### config.mk
export PLATFORM = sky130hd
export DESIGN_NAME = pipelined_subtractor_32bit
export DESIGN_NICKNAME = d
export VERILOG_FILES = /design/src/rtl/pipelined_subtractor_32bit.sv
export SDC_FILE = /design/constraint.sdc
export NUM_CORES = 1
export LEC_CHECK = 0
export CORE_MARGIN = 1
export CORE_UTILIZATION = 60
export CTS_BUF_LIST = sky130_fd_sc_hd__clkbuf_4
export DETAILED_ROUTE_END_ITERATION = 16
export GPL_TIMING_DRIVEN = 0
export PLACE_DENSITY = 0.87
export SYNTH_ARGS = -nofsm -noshare
export SYNTH_HDL_FRONTEND = slang
export SYNTH_SLANG_ARGS = --single-unit
### constraint.sdc
create_clock -name clk -period 10.07 [get_ports clk]
set_input_delay 1.5105 -clock clk [delete_from_list [all_inputs] [get_ports clk]]
set_output_delay 1.5105 -clock clk [all_outputs]
set_load 0.01 [all_outputs]
### src/rtl/pipelined_subtractor_32bit.sv
// pipelined_subtractor_32bit: streaming unsigned a - b, one SLICE-bit slice per stage with a
// registered borrow rippling between stages and a combinational valid/ready chain.
module pipelined_subtractor_32bit #(
    parameter int WIDTH  = 32,
    parameter int SLICE  = 8,
    parameter int STAGES = WIDTH / SLICE
) (
    input  logic             clk,
    input  logic             rst,
    input  logic             in_valid,
    output logic             in_ready,
    input  logic [WIDTH-1:0] a,
    input  logic [WIDTH-1:0] b,
    output logic             out_valid,
    input  logic             out_ready,
    output logic [WIDTH-1:0] diff,
    output logic             borrow,
    output logic             zero
);
    logic [STAGES-1:0] v, adv, load, bo_r, bi;
    logic [WIDTH-1:0]  a_r [STAGES];
    logic [WIDTH-1:0]  b_r [STAGES];
    logic [WIDTH-1:0]  d_r [STAGES];
    logic [WIDTH-1:0]  sa [STAGES];
    logic [WIDTH-1:0]  sb [STAGES];
    logic [WIDTH-1:0]  sd [STAGES];
    logic [WIDTH-1:0]  dn [STAGES];
    logic [SLICE:0]    s [STAGES];
    logic              z_r;
    assign in_ready  = !v[0] || adv[0];
    assign out_valid = v[STAGES-1];
    assign diff      = d_r[STAGES-1];
    assign borrow    = bo_r[STAGES-1];
    assign zero      = z_r;
    // Ready chain resolved from the output end so each stage sees its successor's decision.
    always_comb begin
        adv = '0;
        adv[STAGES-1] = v[STAGES-1] && out_ready;
        for (int k = STAGES - 2; k >= 0; k--)
            adv[k] = v[k] && (!v[k+1] || adv[k+1]);
        load = {adv[STAGES-2:0], in_valid && in_ready};
    end
    // Operands shift down one slice per stage, so the active slice is always the low SLICE bits;
    // the partial diff shifts in from the top and is fully aligned after the last stage.
    always_comb begin
        sa[0] = a;
        sb[0] = b;
        sd[0] = '0;
        bi    = '0;
        for (int k = 1; k < STAGES; k++) begin
            sa[k] = a_r[k-1];
            sb[k] = b_r[k-1];
            sd[k] = d_r[k-1];
            bi[k] = bo_r[k-1];
        end
        for (int k = 0; k < STAGES; k++) begin
            s[k]  = {1'b0, sa[k][SLICE-1:0]} - {1'b0, sb[k][SLICE-1:0]} - {{SLICE{1'b0}}, bi[k]};
            dn[k] = {s[k][SLICE-1:0], sd[k][WIDTH-1:SLICE]};
        end
    end
    always_ff @(posedge clk or posedge rst) begin
        if (rst) begin
            v    <= '0;
            bo_r <= '0;
            z_r  <= 1'b0;
            for (int k = 0; k < STAGES; k++) begin
                a_r[k] <= '0;
                b_r[k] <= '0;
                d_r[k] <= '0;
            end
        end else begin
            for (int k = 0; k < STAGES; k++) begin
                if (load[k] || adv[k])
                    v[k] <= load[k];
                if (load[k]) begin
                    a_r[k]  <= sa[k] >> SLICE;
                    b_r[k]  <= sb[k] >> SLICE;
                    d_r[k]  <= dn[k];
                    bo_r[k] <= s[k][SLICE];
                end
            end
            if (load[STAGES-1])
                z_r <= dn[STAGES-1] == '0;
        end
    end
endmodule

Yosys cells after proc, flatten, opt, wreduce, memory -nomap -nowiden
Cells that the tools add are included.

Add/subtract/negate cells: 7. Reductions and logical operators: 18.

Operators by type and width (count): $sub A8 B8 Y9 (4); $logic_not A32 Y1 (1); $sub A9 B1 Y9 (3); $logic_or A1 B1 Y1 (8); $logic_and A1 B1 Y1 (5); $logic_not A1 Y1 (4).

Register bits: 185. Output and inout bits: 36.

Logic depth before layout (Yosys ltp)
Depth after elaboration: 10. Mapped depth: 12. Gate-level depth less buffers: 12.

Least setup slack after synthesis
OpenSTA, ideal clock, no wires.

Kind: input port to output port. Start point: input port out_ready. End point: output port in_ready. Arrival time: 1.967 ns. Path slack: 6.592 ns. Cell stages on the path: 2. Path buffers: 0. Cell sequence: nand4b_1 -> or2_4.

Longest elaborated chain between the ends: 8.

RTL lines: start: declaration (RTL line 15) `input logic out_ready,`; $logic_and A1 B1 Y1 (RTL line 38) `adv[STAGES-1] = v[STAGES-1] && out_ready;`; $logic_or A1 B1 Y1 (RTL line 40) `adv[k] = v[k] && (!v[k+1] || adv[k+1]);`; $logic_and A1 B1 Y1 (RTL line 40); $logic_or A1 B1 Y1 (RTL line 40); $logic_and A1 B1 Y1 (RTL line 40); $logic_or A1 B1 Y1 (RTL line 40); $logic_and A1 B1 Y1 (RTL line 40); $logic_or A1 B1 Y1 (RTL line 30) `assign in_ready = !v[0] || adv[0];`; end: declaration (RTL line 11) `output logic in_ready,`.

No other way between the ends.

Worst setup path in the final report
Ends and elaborated chain as after synthesis.

==> parameters.txt <==
Parameter                              Value

Synth
  Most area-hungry cell type in the Yosys netlist ... sky130_fd_sc_hd__dfrtp_1
  Yosys top cell area share ... 52.2%
  Number of enable-type register cells in the synthesized netlist ... 0
  Ys async rst share ... 100%
  Part of the Yosys area used for sequential elements ... 52.2%
  Distinct cell type count after synthesis ... 46
  Synthesized Nets ... 929
  Largest cells by area after synthesis ... sky130_fd_sc_hd__dfrtp_1 52%, sky130_fd_sc_hd__mux2_2 13%, sky130_fd_sc_hd__nand2_1 7.1%
  Synth Cell Area ... 8870 um2
  Most used flip-flop cell after synthesis ... sky130_fd_sc_hd__dfrtp_1
  Count of mapped cells out of synthesis ... 804
  Count of synthesis-stage warnings from yosys ... 0
  Avg Synthesized Cell Area ... 11.0 um2
  Count of state elements after synthesis ... 185

STA
  Count of final setup violators ... 0
  Pins over their slew limit ... 0
  Worst slew margin ... 53.0%
  Worst Hold Margin ... 484 ps
  RSZ-0062 raised after global routing ... false
  Achievable clock frequency ... 221 MHz
  Final hold vios ... 0
  Crit share post-route ... 44.9%
  Worst slew pin tran ... 705 ps
  Post-route setup TNS ... 0 ps
  Layout Skew ... 14.9 ps
  Shortest clock period the worst path allows after layout ... 4520 ps

Detailed routing
  Remaining antenna violation count after routing ... 0
  DRC errors left ... 0
  DRT Wirelength ... 16,300 um
  Vias per std cell ... 5.22
  Via total after detailed routing ... 5,870
  Number of DRC violations after detailed-routing iteration 0 ... 284
  Wire length per cell ... 14.5 um
  1st-pass router iterations ... 6

Pwr
  Leakage Power ... 5.03 nW
  Largest vdd supply drop ... 113 uV
  Power Total ... 2.76 mW
  Total power density per cell area ... 265 nW/um2

Global route
  Maximum number of pins on one net before global-route repair ... 106
  Number of global-route vias before repair ... 5,844
  Global-route usage over all layers ... 24.1%
  Overflow left after global routing ... 0
  Antenna violations before repair ... 0
  Wire length of the first global-routing pass ... 27,700 um

Floorplanning
  Starting Density ... 61.3%
  Core Rows ... 44
  Top-Level Pins ... 104
  DIE AREA ... 15,300 um2
  Area of the core ... 14,500 um2
  Die width ... 124 um
  Vertical die dimension ... 124 um

CTS
  Post-CTS setup buffer count ... 0
  Count of hold buffers inserted by post-cts repair ... 0
  Maximum level of the CTS H-tree ... 4
  Buffer cell driving the clock tree root ... sky130_fd_sc_hd__clkbuf_4
  Max clock buf depth ... 2
  CTS tree ... done
  Total clock buffers created by CTS ... 17
  CTS Sinks ... 185
  Post-cts sizing count ... 0
  Clk Latency, worst-skew pair ... 570 ps
  Clock-pin slew on the worst setup and hold paths ... 140 ps

Critical path
  Path type of the worst setup path ... in -> out
  Peak fanout along the critical path ... 4
  Worst path buffer plus inverter count ... 2
  CP max stage delay ... 480 ps
  Worst Path Arrival ... 3010 ps
  Most numerous cell on the critical path ... sky130_fd_sc_hd__clkdlybuf4s50_1
  CP cell instances ... clkdlybuf4s50_1 > nand4b_1 > or2_4 > clkdlybuf4s50_1
  Required time reported for the critical path endpoint ... 8560 ps
  Worst setup slack for register-to-register paths ... 6860 ps
  Type of origin of the critical path ... input port
  Endpoint type of the worst setup path ... output port
  Kind of cell adding the most delay to the critical path ... buffers and inverters
  Critical-path top delay cell ... sky130_fd_sc_hd__clkdlybuf4s50_1

Final layout
  Share of cells above drive strength 1 ... 20.2%
  Syn-to-layout area delta ... 17.4%
  Utilization after layout ... 71.9%
  Nets ... 1,052

Placement
  Post-detailed-placement half-perimeter wirelength ... 12,600 um
  RD Place Congestion ... 0.831
  Input/output buffers ... 103

Flow run
  Max-cap violations ... 0

Min path
  Worst min path class ... reg -> reg

Status
  Result of the run ... finished clean
-- Yosys cell counts, types with 4 or more instances --
cell type and number:
sky130_fd_sc_hd__fa_1 7, sky130_fd_sc_hd__xor2_1 8, sky130_fd_sc_hd__dfrtp_1 185, sky130_fd_sc_hd__nand3_1 4, sky130_fd_sc_hd__nor3_1 4, sky130_fd_sc_hd__xnor2_1 19, sky130_fd_sc_hd__nand2_1 167, sky130_fd_sc_hd__buf_2 15
sky130_fd_sc_hd__o21ai_0 36, sky130_fd_sc_hd__inv_1 76, sky130_fd_sc_hd__a21oi_1 12, sky130_fd_sc_hd__clkbuf_1 7, sky130_fd_sc_hd__buf_4 32, sky130_fd_sc_hd__nor4_1 7, sky130_fd_sc_hd__a21o_1 5, sky130_fd_sc_hd__nand2b_1 9
sky130_fd_sc_hd__o21ai_1 5, sky130_fd_sc_hd__ha_1 50, sky130_fd_sc_hd__mux2_2 104, sky130_fd_sc_hd__nor2_1 9
-- per-layer routing --
layer,routed length (um),track usage [%]
met1,7380,32.1
met2,7920,38.8
met3,636,4.44
met4,401,10.4
met5,0,0
-- worst paths after layout --
path                                          start              endpoint  cells after the start
min in group asynchronous                       rst   d_r[44]$_DFFE_PP0P_                      2
worst max-delay path                      out_ready              in_ready                      4
worst max register to register  bo_r[2]$_DFFE_PP0P_   bo_r[3]$_DFFE_PP0P_                     12
max in group asynchronous                       rst  b_r[118]$_DFFE_PP0P_                      3
worst min register to register     v[0]$_DFFE_PP0P_      v[1]$_DFFE_PP0P_                      2
worst min-delay path               v[0]$_DFFE_PP0P_      v[1]$_DFFE_PP0P_                      2
-- registers in the layout, indices dropped and copies added (netlist names) --
signal  cells
a_r        48
b_r        48
bo_r        4
d_r        48
diff       32
v           4
zero        1
-- logic make-up after synthesis --
kind of cell / after synthesis / synth area share (%)
adder cells (fa/ha/maj): 57 / 8.63
AND/OR/NAND/NOR: 221 / 10.8
flip-flops: 185 / 52.2
AO/OA/AOI/OAI: 76 / 5.05
buffers and inverters: 134 / 7.49
multiplexers: 104 / 13.2
XOR/XNOR: 27 / 2.67
-- power by group --
part / internal, mW / switching, mW
clock network: 0.122 / 0.243
logic: 0.687 / 0.555
registers: 0.988 / 0.167
total: 1.80 / 0.965
-- stage by stage --
stage | setup slack, ps | area, um2 | cells
finish | 5550 | 10400 | 1125
CTS | 5560 | 10400 | 1124
global placement | 1420 | 10100 | 1091
detailed placement | 5580 | 10200 | 1092
floorplan | 3530 | 8870 | 804
global route | 5530 | 10400 | 1124
-- final cells by class --
type	instances	area (um2)
antenna	1	2.50
buffer	58	379
clock buffer	18	135
clock inverter	14	108
fill	1043	4070
inverter	76	293
multi-input combinational	485	3580
sequential	185	4630
tap	184	230
timing repair buffer	104	1060
-- layout by cell type (no fill, tap or decap), drive strengths merged, types with 3 or more instances in the layout --
master	count
nand2b	9
nor4	7
nor4b	3
a21oi	13
nand3	4
inv	77
mux2	104
clkinv	10
nor3	4
a211oi	3
o21ai	42
xnor2	19
fa	7
nor2b	3
nor3b	3
xor2	8
clkdlybuf4s50	103
dfrtp	185
nor2	9
nand3b	3
nand2	167
buf	52
ha	50
clkbuf	25
a21o	5
-- worst register-to-register path, cell delays in order, from the launching register on --
cell and delay [ps]:
sky130_fd_sc_hd__dfrtp_1 380, sky130_fd_sc_hd__inv_1 60, sky130_fd_sc_hd__fa_1 550, sky130_fd_sc_hd__inv_1 50, sky130_fd_sc_hd__ha_1 180, sky130_fd_sc_hd__or2_2 280, sky130_fd_sc_hd__fa_1 400, sky130_fd_sc_hd__nand2b_1 180
sky130_fd_sc_hd__a2111o_1 440, sky130_fd_sc_hd__a31o_1 240, sky130_fd_sc_hd__a21oi_2 150, sky130_fd_sc_hd__xnor2_1 140, sky130_fd_sc_hd__o21ai_2 60
No activity file was read; power rests on OpenSTA's default activity.
